==> src/rtl/serpar_frame_tx_if.sv <==
// Handshake and serial-link signals between a word source and serpar_frame_tx.
// The master side supplies words; the slave side (the transmitter) drives the link.
interface serpar_frame_tx_if #(
  parameter int unsigned WIDTH = 8
);
  logic [WIDTH-1:0] din;
  logic             din_valid;
  logic             din_ready;
  logic             dataout;
  logic             frame_rst;
  logic             frame_valid;
  logic             done;

  modport master (
    output din, din_valid,
    input  din_ready, dataout, frame_rst, frame_valid, done
  );

  modport slave (
    input  din, din_valid,
    output din_ready, dataout, frame_rst, frame_valid, done
  );
endinterface

==> src/rtl/serpar_frame_tx.sv <==
// Serial frame transmitter: sync slot, WIDTH data bits LSB-first, then a trailer bit
// giving each frame an odd count of 0s and an even count of 1s. Optional macro: SERPAR_B2B_EN.
module serpar_frame_tx #(
  parameter int unsigned WIDTH = 8
) (
  input  logic              clk,
  input  logic              reset,
  serpar_frame_tx_if.slave  bus
);

  localparam int unsigned CNT_W = $clog2(WIDTH + 1);

  // The trailer rule only balances the frame when WIDTH is even.
  if (((WIDTH % 2) != 0) || (WIDTH < 2) || (WIDTH > 32)) begin : g_bad_width
    $error("serpar_frame_tx: WIDTH must be even and within 2..32");
  end

  typedef enum logic [1:0] {
    IDLE  = 2'd0,
    SYNC  = 2'd1,
    DATA  = 2'd2,
    TRAIL = 2'd3
  } state_e;

  state_e             state_q, state_d;
  logic [WIDTH-1:0]   shreg_q, shreg_d;
  logic [CNT_W-1:0]   cnt_q, cnt_d;
  logic               zpar_q, zpar_d;
  logic               dataout_q, dataout_d;
  logic               frame_rst_q, frame_rst_d;
  logic               frame_valid_q, frame_valid_d;
  logic               done_q, done_d;
  logic               din_ready_c;
  logic               accept_c;

`ifdef SERPAR_B2B_EN
  assign din_ready_c = ((state_q == IDLE) || (state_q == TRAIL)) && !reset;
`else
  assign din_ready_c = (state_q == IDLE) && !reset;
`endif

  assign accept_c = bus.din_valid && din_ready_c;

  // Outputs are computed for the state being entered so they register with it.
  always_comb begin
    state_d       = state_q;
    shreg_d       = shreg_q;
    cnt_d         = cnt_q;
    zpar_d        = zpar_q;
    dataout_d     = 1'b0;
    frame_rst_d   = 1'b0;
    frame_valid_d = 1'b0;
    done_d        = 1'b0;

    case (state_q)
      IDLE: begin
        if (accept_c) begin
          state_d     = SYNC;
          frame_rst_d = 1'b1;
          shreg_d     = bus.din;
        end
      end

      SYNC: begin
        // Parity and count restart here, already including bit 0.
        state_d       = DATA;
        dataout_d     = shreg_q[0];
        frame_valid_d = 1'b1;
        shreg_d       = shreg_q >> 1;
        cnt_d         = CNT_W'(1);
        zpar_d        = ~shreg_q[0];
      end

      DATA: begin
        frame_valid_d = 1'b1;
        if (cnt_q == CNT_W'(WIDTH)) begin
          state_d   = TRAIL;
          dataout_d = zpar_q;
        end else begin
          dataout_d = shreg_q[0];
          shreg_d   = shreg_q >> 1;
          cnt_d     = cnt_q + CNT_W'(1);
          zpar_d    = zpar_q ^ ~shreg_q[0];
        end
      end

      TRAIL: begin
        state_d = IDLE;
        done_d  = 1'b1;
`ifdef SERPAR_B2B_EN
        if (accept_c) begin
          state_d     = SYNC;
          frame_rst_d = 1'b1;
          shreg_d     = bus.din;
        end
`endif
      end

      default: begin
        state_d = IDLE;
      end
    endcase
  end

  always_ff @(posedge clk or posedge reset) begin
    if (reset) begin
      state_q       <= IDLE;
      shreg_q       <= '0;
      cnt_q         <= '0;
      zpar_q        <= 1'b0;
      dataout_q     <= 1'b0;
      frame_rst_q   <= 1'b0;
      frame_valid_q <= 1'b0;
      done_q        <= 1'b0;
    end else begin
      state_q       <= state_d;
      shreg_q       <= shreg_d;
      cnt_q         <= cnt_d;
      zpar_q        <= zpar_d;
      dataout_q     <= dataout_d;
      frame_rst_q   <= frame_rst_d;
      frame_valid_q <= frame_valid_d;
      done_q        <= done_d;
    end
  end

  assign bus.din_ready   = din_ready_c;
  assign bus.dataout     = dataout_q;
  assign bus.frame_rst   = frame_rst_q;
  assign bus.frame_valid = frame_valid_q;
  assign bus.done        = done_q;

endmodule
==> src/flat_wrapper.sv <==
// flat-port wrapper written by rule: the top's interface ports become plain ports
module serpar_frame_tx_flat 
#(
  parameter int unsigned WIDTH = 8
)
  (clk, reset, bus_din, bus_din_valid, bus_din_ready, bus_dataout, bus_frame_rst, bus_frame_valid, bus_done);
  serpar_frame_tx_if #(.WIDTH(WIDTH)) bus_i ();
  input  logic clk;
  input  logic reset;
  input wire logic [$bits(bus_i.din)-1:0] bus_din;
  input wire logic [$bits(bus_i.din_valid)-1:0] bus_din_valid;
  output wire logic [$bits(bus_i.din_ready)-1:0] bus_din_ready;
  output wire logic [$bits(bus_i.dataout)-1:0] bus_dataout;
  output wire logic [$bits(bus_i.frame_rst)-1:0] bus_frame_rst;
  output wire logic [$bits(bus_i.frame_valid)-1:0] bus_frame_valid;
  output wire logic [$bits(bus_i.done)-1:0] bus_done;
  assign bus_i.din = bus_din;
  assign bus_i.din_valid = bus_din_valid;
  assign bus_din_ready = bus_i.din_ready;
  assign bus_dataout = bus_i.dataout;
  assign bus_frame_rst = bus_i.frame_rst;
  assign bus_frame_valid = bus_i.frame_valid;
  assign bus_done = bus_i.done;
  serpar_frame_tx #(.WIDTH(WIDTH)) u_core (.clk(clk), .reset(reset), .bus(bus_i));
endmodule
==> config.mk <==
export PLATFORM = sky130hd
export DESIGN_NAME = serpar_frame_tx_flat
export DESIGN_NICKNAME = d
export VERILOG_FILES = /design/src/rtl/serpar_frame_tx_if.sv /design/src/rtl/serpar_frame_tx.sv /design/src/flat_wrapper.sv
export SDC_FILE = /design/constraint.sdc
export NUM_CORES = 1
export LEC_CHECK = 0
export ABC_AREA = 1
export CAP_MARGIN = 20
export CORE_ASPECT_RATIO = 0.8
export CORE_UTILIZATION = 38
export CTS_BUF_LIST = sky130_fd_sc_hd__clkbuf_2 sky130_fd_sc_hd__clkbuf_4 sky130_fd_sc_hd__clkbuf_8
export DETAILED_ROUTE_END_ITERATION = 16
export HOLD_SLACK_MARGIN = 0.15
export SLEW_MARGIN = 20
export SYNTH_ARGS = -nofsm -noshare
export SYNTH_HDL_FRONTEND = slang
export SYNTH_SLANG_ARGS = --single-unit
==> constraint.sdc <==
create_clock -name clk -period 4.2 [get_ports clk]
set_clock_uncertainty 0.05 [all_clocks]
set_input_delay 0.63 -clock clk [delete_from_list [all_inputs] [get_ports clk]]
set_output_delay 0.63 -clock clk [all_outputs]
set_load 0.01 [all_outputs]
Yosys cells after proc, flatten, opt, wreduce, memory -nomap -nowiden
Cells that the tools add are included.
- reduce and logical (&&, ||, !) cells: 10
- $add $sub $neg: 1
- bitwise gates (word level): 2
- multiplexer cells: 16
- equality and inequality tests: 7
- operators with widths (operator ; number):
    $pmux 8 s3 ; 1
    $mux 8 ; 2
    $pmux 2 s4 ; 1
    $pmux 4 s2 ; 1
    $mux 1 ; 6
    $add 4x1->4 const B ; 1
    $eq 2x2->1 const B ; 2
    $eq 4x4->1 const B ; 1
    $mux 2 ; 2
    $mux 4 ; 1
    $ne 2x1->1 const B ; 2
    $pmux 1 s2 ; 2
    $reduce_and 2->1 ; 2
    $reduce_and 3->1 ; 1
    $reduce_bool 3->1 ; 1
    $eq 2x1->1 const B ; 1
    $logic_and 1x1->1 ; 2
    $logic_not 2->1 ; 1
    $ne 2x2->1 const B ; 1
    $reduce_bool 2->1 ; 1
    $reduce_or 2->1 ; 1
    $logic_not 1->1 ; 1
    $not 1->1 ; 1
    $xor 1x1->1 ; 1
- word-level logic and storage cells: 44
- bits in registers: 19
- output and inout port bits: 5
- bits of input ports: 11

Logic depth before layout (Yosys ltp)
Gate-level depths: netlist (run 1).
- word-level depth: 5
- gate-level depth with buffers: 9
- gate-level depth less buffers: 8

Worst setup path before layout (run 1)
OpenSTA, ideal clock, no wires.
- kind: register to output
- from: register u_core.state_q[0]
- to: output port bus_din_ready
- path slack: 2.626 ns
- path buffers: 0
- data required time: 3.520 ns
- arrival time: 0.894 ns
- cell stages (with the launch flop): 5
- cells stage by stage: dfrtp_1 -> inv_1 -> ha_1 -> inv_1 -> nor2_1
- word-level cells in the longest chain between the ends: 2
- RTL lines (item ; RTL line ; text):
    start, declared ; serpar_frame_tx.sv:25 ; state_e state_q, state_d;
    start signal, assigned ; serpar_frame_tx.sv:116 ; state_q <= state_d;
    $logic_not 2->1 ; serpar_frame_tx.sv:39 ; assign din_ready_c = (state_q == IDLE) && !reset;
    $logic_and 1x1->1 ; serpar_frame_tx.sv:39 ;
    end, declared ; flat_wrapper.sv:12 ; output wire logic [$bits(bus_i.din_ready)-1:0] bus_din_ready;
No other way between the ends.

Worst setup path in the final report (run 1)
- from: input port reset
- to: output port bus_din_ready
- word-level cells in the longest chain between the ends: 2
- RTL lines (item ; RTL line ; text):
    start, declared ; flat_wrapper.sv:9 ; input logic reset;
    $logic_not 1->1 ; serpar_frame_tx.sv:39 ;
    $logic_and 1x1->1 ; serpar_frame_tx.sv:39 ;
No other way between the ends.

==> metrics.yaml, run 1 <==
cts:
  clk_pin_slew_ns: 0.10
  clock-sinks: 19
  clk_path_buf_depth: 2
  cts_resized: 0
  cts_buffers: 3
  ctsHoldBuffers: 0
  clock_latency_ns: 0.30
  htree_levels: 1
  cts_tree: "done"
  root_buffer: "clkbuf_4"
  cts_setup_buffers: 0
yosys:
  ys_types: 21
  syn-cell-area_mm2: 0.00102
  synth.avg_cell_area_um2: 10.3
  yosysSeqAreaShare: 0.467
  synthesis.nets: 117
  syn_inst: 99
  ys_ff_latch: 19
  yosysWarnings: 0
sta:
  tightest_slew_ns: 0.729
  relSlewSlack: 0.513
  setup_viol: 0
  final.setup.tns_ns: 0
  timing.final.hold_violations: 0
  finalCritPeriodShare: 0.588
  drv_slew: 0
  rsz0062_at_grt: "no"
  min_period_ns: 2.47
  max_freq_mhz: 405
finish:
  layout_commonest_cell: "nand2_1"
  fin_util: 0.488
  final_cell_mix: "20 x nand2_1, 19 x dfrtp_1, 15 x clkdlybuf4s50_1"
  drive_gt1_frac: 0.190
  area_delta_synth_final_pct: 19.1
  num-nets-final: 135
  diodes: 0
  n_fill_cell: 246
floorplan:
  coreArea_mm2: 0.00248
  die_area_mm2: 0.00289
  rows: 16
  start_util: 0.410
  dieWidth_um: 59.8
  die_h_um: 48.3
  ios: 16
pwr:
  p_leak_nw: 0.568
  powerDensity_mw_per_mm2: 776
  p_total_uw: 939
  vdd_ir_drop_max_mv: 0.400
grt:
  grt-ovfl-total: 0
  grt_pass1_wl_um: 2700
  grt_max_degree: 20
  grtUsageTotal: 0.132
  antenna_found_initial: 0
  grt_pass1_vias: 582
placement:
  place_hpwl_um: 1200
  io_buffer_count: 15
  gp_congestion: 0.731
worst_setup_path:
  cp.arrival_ns: 1.79
  crit_path_end_kind: "primary output"
  criticalPathCategory: "in2out"
  worstPathRequired_ns: 3.52
  r2r_slack_ns: 2.31
  start_kind: "input port"
  cp_max_fo: 4
drt:
  drt-total-wl_um: 1590
  first_iter_violations: 6
  wl_per_cell_um: 10.5
  dr.pass1.iters: 3
  drc: 0
  vias_per_cell: 4.60
  drtAntennaViolNets: 0
  dr_total_vias: 699
min_path:
  hp-class: "reg2reg"
status:
  status: "finished clean"
job:
  maxCapViolations: 0
==> registers in the layout, indices dropped and copies added (netlist names) <==
| register | cells |
|---|---|
| u_core.cnt_q | 4 |
| u_core.bus.done | 1 |
| u_core.bus.frame_rst | 1 |
| u_core.bus.dataout | 1 |
| u_core.bus.frame_valid | 1 |
| u_core.state_q | 2 |
| u_core.zpar_q | 1 |
| u_core.shreg_q | 8 |
==> stage by stage <==
| stage | std cells | hold slack [ns] | instance area [um^2] | setup WS (ns) |
|---|---|---|---|---|
| floorplan | 99 | 0.405 | 1020 | 2.63 |
| global placement | 148 | 0.417 | 1180 | 1.77 |
| detailed placement | 148 | 0.424 | 1180 | 1.73 |
| CTS | 152 | 0.447 | 1210 | 1.72 |
| global route | 152 | 0.473 | 1210 | 1.60 |
| finish | 152 | 0.442 | 1210 | 1.73 |
==> worst max-delay path, cell delays in order <==
cell,delay [ns]
clkdlybuf4s50_1,0.47
nor2_1,0.14
clkdlybuf4s50_1,0.55
==> cell usage after synthesis <==
cell | count | area (um^2)
nand3_4 | 1 | 17.5
nor3_1 | 1 | 5.00
or2_2 | 1 | 6.26
o22ai_1 | 1 | 6.26
buf_6 | 1 | 11.3
inv_1 | 9 | 33.8
nand3_1 | 4 | 20.0
dfrtp_1 | 19 | 475
mux2i_1 | 7 | 70.1
ha_1 | 7 | 87.6
o21ai_2 | 9 | 78.8
xnor2_1 | 2 | 17.5
nor2_1 | 2 | 7.51
xor2_1 | 1 | 8.76
a21oi_1 | 1 | 5.00
nor2_4 | 1 | 11.3
inv_2 | 1 | 3.75
o21ai_0 | 5 | 25.0
nand2_2 | 5 | 31.3
buf_12 | 1 | 20.0
nand2_1 | 20 | 75.1
==> layout make-up <==
class | instances | area, um^2 | share of cell area
sequential | 19 | 475 | 0.393
multi-input combinational | 68 | 473 | 0.390
timing repair buffer | 15 | 150 | 0.124
clock buffer | 4 | 30.0 | 0.0248
tap | 36 | 45.0 | 0.0372
inverter | 10 | 37.5 | 0.0310
==> kinds of logic (layout without fill, tap and decap cells) <==
| kind of cell | count (synthesis) | count (layout) | share of synthesized area |
|---|---|---|---|
| buf+inv | 12 | 29 | 0.0676 |
| mux | 7 | 7 | 0.0689 |
| fa+ha+maj | 7 | 7 | 0.0861 |
| xor+xnor | 3 | 3 | 0.0258 |
| compound gates | 16 | 16 | 0.113 |
| flops | 19 | 19 | 0.467 |
| simple gates | 35 | 35 | 0.171 |
==> worst paths after layout <==
path,start,endpoint,cells past startpoint
hold / removal,u_core.shreg_q[5],u_core.shreg_q[5],2
hold reg to reg,u_core.shreg_q[5],u_core.shreg_q[5],2
min in group asynchronous,reset,u_core.bus.done,2
setup / recovery,reset,bus_din_ready,3
setup reg to reg,u_core.state_q[0],u_core.shreg_q[6],7
max in group asynchronous,reset,u_core.shreg_q[5],2
==> power by group <==
part	leakage [nW]	switching [mW]	internal, mW
clock	0.0184	0.0552	0.0434
combinational	0.309	0.297	0.223
sequential	0.241	0.0549	0.266
total	0.568	0.407	0.532
==> metal layers <==
| layer | track usage | part of all wire | vias up |
|---|---|---|---|
| met3 | 0.0557 | 0.047 | 2 |
| met1 | 0.180 | 0.50 | 333 |
| met4 | 0.0279 | 0.0082 | 0 |
| met5 | 0 | 0 | - |
| met2 | 0.198 | 0.44 | 12 |
| li1 | - | - | 352 |
No activity file was read; power rests on OpenSTA's default activity.
==> run 2, diff against run 1 <==
==> constraint.sdc (replaced) <==
create_clock -name clk -period 2.6 [get_ports clk]
set_clock_uncertainty 0.05 [all_clocks]
set_input_delay 0.39 -clock clk [delete_from_list [all_inputs] [get_ports clk]]
set_output_delay 0.39 -clock clk [all_outputs]
set_load 0.01 [all_outputs]
==> metrics.yaml, run 2 (synthesis results as in run 1) <==
sta:
  final.setup.tns_ns: 0  # unchanged
  timing.final.hold_violations: 0  # unchanged
  rsz0062_at_grt: "no"  # unchanged
  min_period_ns: 2.23
  drv_slew: 0  # unchanged
  setup_viol: 0  # unchanged
  finalCritPeriodShare: 0.859
  layout_setup_ws_ns: 0.367  # was 1.73 ns
  relSlewSlack: 0.514  # was 0.513
  max_freq_mhz: 448
  tightest_slew_ns: 0.727  # was 0.729 ns
pwr:
  p_leak_nw: 0.573  # was 0.568 nW
  vdd_ir_drop_max_mv: 0.730  # was 0.400 mV
  powerDensity_mw_per_mm2: 1260  # was 776 mW/mm^2
placement:
  place_ws_ns: 0.596  # was 1.73 ns
  place_hpwl_um: 1260  # was 1200 um
  io_buffer_count: 15  # unchanged
  gp_congestion: 0.730  # was 0.731
worst_setup_path:
  start_kind: "flip-flop"  # was input port
  r2r_slack_ns: 0.88  # was 2.31 ns
  cpMostUsedCell: "inv_1"  # was clkdlybuf4s50_1
  cp_slowest_cell: "clkdlybuf4s50_1"  # unchanged
  rr_worst_depth: 8  # was 7
  worstPathRequired_ns: 2.16  # was 3.52 ns
  crit_path_max_incr_delay_ns: 0.55  # about the same
  cp_max_fo: 4  # unchanged
  crit_path_end_kind: "primary output"  # unchanged
  cp.arrival_ns: 1.79  # about the same
  r2r_end: "u_core.shreg_q[3]"  # was u_core.shreg_q[6]
  criticalPathCategory: "reg2out"  # was in2out
  r2r_start: "u_core.state_q[0]"  # unchanged
  worstPathCellList: "inv_1 -> ha_1 -> inv_1 -> nor2_1 -> clkdlybuf4s50_1"  # was clkdlybuf4s50_1 -> nor2_1 -> clkdlybuf4s50_1
cts:
  cts_setup_buffers: 0  # unchanged
  clock-sinks: 19  # unchanged
  ctsHoldBuffers: 0  # unchanged
  clk_path_buf_depth: 2  # unchanged
  htree_levels: 1  # unchanged
  cts_buffers: 3  # unchanged
  clk_pin_slew_ns: 0.11  # was 0.10 ns
  clock_latency_ns: 0.30  # about the same
  root_buffer: "clkbuf_4"  # unchanged
  cts_resized: 0  # unchanged
  cts_tree: "done"  # unchanged
drt:
  drt-total-wl_um: 1660  # was 1590 um
  dr.pass1.iters: 4  # was 3
  first_iter_violations: 8  # was 6
  dr_total_vias: 691  # was 699
  drc: 0  # unchanged
  vias_per_cell: 4.52  # was 4.60
  wl_per_cell_um: 10.8  # was 10.5 um
  drtAntennaViolNets: 0  # unchanged
finish:
  fin_util: 0.491  # was 0.488
  largest-register: "u_core.shreg_q"  # unchanged
  top_regs: "u_core.shreg_q (8), u_core.cnt_q (4), u_core.state_q (2)"  # unchanged
  largest_register_ffs: 8  # unchanged
  drive_gt1_frac: 0.197  # was 0.190
  final_cell_mix: "20 x nand2_1, 19 x dfrtp_1, 15 x clkdlybuf4s50_1"  # unchanged
  area_delta_synth_final_pct: 19.8  # was 19.1%
  num-nets-final: 136  # was 135
  diodes: 0  # unchanged
  layout_commonest_cell: "nand2_1"  # unchanged
min_path:
  hold_end: "u_core.shreg_q[3]"  # was u_core.shreg_q[5]
  hp-start: "u_core.shreg_q[3]"  # was u_core.shreg_q[5]
  hp-class: "reg2reg"  # unchanged
  holdPathStages: 2  # unchanged
grt:
  grt_max_degree: 20  # unchanged
  grt_pass1_wl_um: 2800  # was 2700 um
  grtUsageTotal: 0.137  # was 0.132
  antenna_found_initial: 0  # unchanged
  grt_pass1_vias: 648  # was 582
  grt-ovfl-total: 0  # unchanged
job:
  maxCapViolations: 0  # unchanged
floorplan:
  die_area_mm2: 0.00289  # unchanged
  dieWidth_um: 59.8  # unchanged
  rows: 16  # unchanged
  coreArea_mm2: 0.00248  # unchanged
  ios: 16  # unchanged
  start_util: 0.410  # unchanged
  die_h_um: 48.3  # unchanged
status:
  status: "finished clean"  # unchanged
-- run 2: cell count changes in the layout (fill, tap and decap cells not counted), sizes merged --
cell	before	now
buf	0	1
-- run 2: metrics by stage --
stage	area [um^2]	total power, mW	hold slack [ns]	instances
floorplan	1020	1.27	0.291	99
global placement	1190	1.37	0.417	149
detailed placement	1190	1.39	0.421	149
CTS	1220	1.56	0.447	153
global route	1220	1.67	0.467	153
finish	1220	1.54	0.447	153
-- run 2: layout make-up --
type,instances,area [um^2]
Fill cell,243,1260
Sequential cell,19,475
Multi-Input combinational cell,68,473
Timing Repair Buffer,16,158
Tap cell,36,45.0
Inverter,10,37.5
Clock buffer,4,30.0
-- run 2: routing by layer --
layer	up-vias	share of wire	GRT usage
li1	358	-	-
met1	320	0.49	0.172
met2	11	0.46	0.224
met3	2	0.036	0.0504
met4	0	0.0090	0.0419
met5	-	0	0
-- run 2: worst max path at each step --
stage / start / to / depth (start not counted)
after detailed placement: reset / bus_din_ready / 3
after global routing: u_core.state_q[0] / bus_din_ready / 5
after global placement: reset / bus_din_ready / 3
after floorplan: u_core.state_q[0] / u_core.shreg_q[0] / 9
final: u_core.state_q[0] / bus_din_ready / 5
after CTS: u_core.state_q[0] / bus_din_ready / 5
-- run 2: critical path: cells and delay by family (launching register included) --
kind / cells / cell delay [ns]
adder cells (fa/ha/maj): 1 / 0.19
buffers and inverters: 3 / 0.76
flip-flops: 1 / 0.44
AND/OR/NAND/NOR: 1 / 0.11
-- run 2: where the power goes --
part           leakage (nW)  switching, mW  internal, mW  total, mW
clock                0.0184         0.0948        0.0702      0.165
combinational         0.314          0.483         0.370      0.853
sequential            0.241         0.0902         0.429      0.520
total                 0.573          0.668         0.869       1.54
==> RTL edit (settings of run 2) <==
Reset style: synchronous (`reset`), changed in one clocked block.
--- a/src/rtl/serpar_frame_tx.sv
+++ b/src/rtl/serpar_frame_tx.sv
@@ -104,3 +104,3 @@
 
-  always_ff @(posedge clk or posedge reset) begin
+  always_ff @(posedge clk) begin
     if (reset) begin
Function: differs if reset is asserted again (counterexample within 4 cycles, from zero or initial values and one cycle with reset high); with reset held inactive, the same outputs for 10 cycles.
==> RTL edit against run 2 <==
Synthesized area rose by 5.7%; wire length increased by 28%; sequential cell count unchanged; final area increased by 3.1%; worst setup slack better by 0.071 ns; clock power hardly changed; non-clock buffer count fell by 1; critical path depth is the same; power fell by 11%; maximum frequency increased by 3.3%; count of clock-buffer cells in the layout is the same; critical path type unchanged; largest cell class is now multi-input combinational cells.
==> RTL edit: results (changes against run 2) <==
INFO  synth          syn_inst=149 [+51%]
INFO  placed_design  dp.final_hpwl=1470um [+17%]
INFO  grt            first_global_vias=876 [+35%]
INFO  sta            slew_headroom=0.773 [+0.259]
INFO  grt            wire_length_of_the_first_global_routing_pass=3760um [+34%]
INFO  worst_setup_path crit_arrival=1.72ns [-0.07 ns]
INFO  placed_design  gp_congestion=0.826 [+13%]
INFO  final_layout   final-instance-count-excl-fill=200 [+31%]
INFO  synth          syn_nets=167 [+43%]
INFO  drt            vias_per_cell=4.75 [+5.2%]
INFO  clock_network  clk_root_buffer_cell=sky130_fd_sc_hd__clkbuf_4
INFO  drt            initialDrtViolationCount=21 [+13]
INFO  final_layout   layout.filler_cells=267 [+9.9%]
INFO  drt            finalWirelength=2130um [+28%]
INFO  grt            grt.total_usage=0.165 [+0.0282]
INFO  placed_design  dp_slack=0.527ns [-0.0690 ns]
INFO  synth          post_synth_main_area_contributors=sky130_fd_sc_hd__dfxtp_1 35%, sky130_fd_sc_hd__nand2_1 16%, sky130_fd_sc_hd__ha_1 8.1%
INFO  synth          synth-async-reset-ratio=0 [-1.00]
INFO  grt            grt_max_degree=17 [-15%]
INFO  synth          synth.lib_cells_used.distinct=23 [+9.5%]
INFO  synth          synth_commonest_cells=47 x sky130_fd_sc_hd__nand2_1, 19 x sky130_fd_sc_hd__dfxtp_1, 18 x sky130_fd_sc_hd__nor2_1
INFO  power_and_ir_drop total_leakage_power=0.565nW [-1.4%]
INFO  status         outcome=finished, final reports clean
INFO  final_layout   final_net_count=183 [+35%]
INFO  synth          dominantRegCellSynth=sky130_fd_sc_hd__dfxtp_1
INFO  power_and_ir_drop irDropWorstVdd=0.000574V [-21%]
[RTL edit: changes by cell type after synthesis, sizes merged, moves of 4 or more]
cell    before  now
nor2         3   19
o21ai       14    1
inv         10   14
dfxtp        0   19
dfrtp       19    0
nand2       25   51
nand3b       0    7
a21oi        1   14
nand3        5    9
mux2i        7    0
[RTL edit: power by group]
part           switching [W]  internal [W]  leakage, nW  total (W)
logic               0.000444      0.000300        0.391   0.000744
clock network      0.0000949     0.0000703       0.0184   0.000165
registers          0.0000676      0.000391        0.156   0.000459
[RTL edit: routing by layer]
metal	wire length (um)	share of wire	up-vias	global-route usage
met5	0	0	-	0
met4	15	0.0070	0	0.0333
met3	86	0.040	2	0.0577
met2	929	0.44	14	0.252
met1	1100	0.52	435	0.224
li1	-	-	499	-
[RTL edit: layout make-up]
cell class	instances	area [sq um]	area share
clock buffer	4	30.0	0.0239
inverter	15	56.3	0.0448
multi-input combinational	111	594	0.473
sequential	19	380	0.303
tap	36	45.0	0.0359
timing repair buffer	15	150	0.120
[RTL edit: worst max-delay path: cells and delay by family, from the launching register on]
family                     cells  cell delay [ns]
adders and majority gates      1             0.24
buffers and inverters          3             0.73
DFF                            1             0.36
and+or+nand+nor                1             0.09
[RTL edit: worst paths after layout]
path                        to              start  cells past startpoint  slack (ns)
max              bus_din_ready  u_core.state_q[0]                      5        0.44
min          u_core.shreg_q[3]  u_core.shreg_q[3]                      2        0.45
max reg2reg  u_core.shreg_q[5]  u_core.state_q[0]                      8        0.62
min reg2reg  u_core.shreg_q[3]  u_core.shreg_q[3]                      2        0.45
[RTL edit: kinds of logic after synthesis]
family	synth area share
AND/OR/NAND/NOR	0.385
buffers and inverters	0.0931
flip-flops	0.354
AO/OA/AOI/OAI	0.0698
adder cells (fa/ha/maj)	0.0815
XOR/XNOR	0.0163
[RTL edit: through the flow]
step           area [sq um]  hold slack [ns]  total power (W)
2_1_floorplan          1070            0.401          0.00106
3_5_place_dp           1230            0.424          0.00120
4_1_cts                1260            0.454          0.00138
6_report               1260            0.446          0.00137
5_1_grt                1260            0.486          0.00151
3_3_place_gp           1230            0.413          0.00119
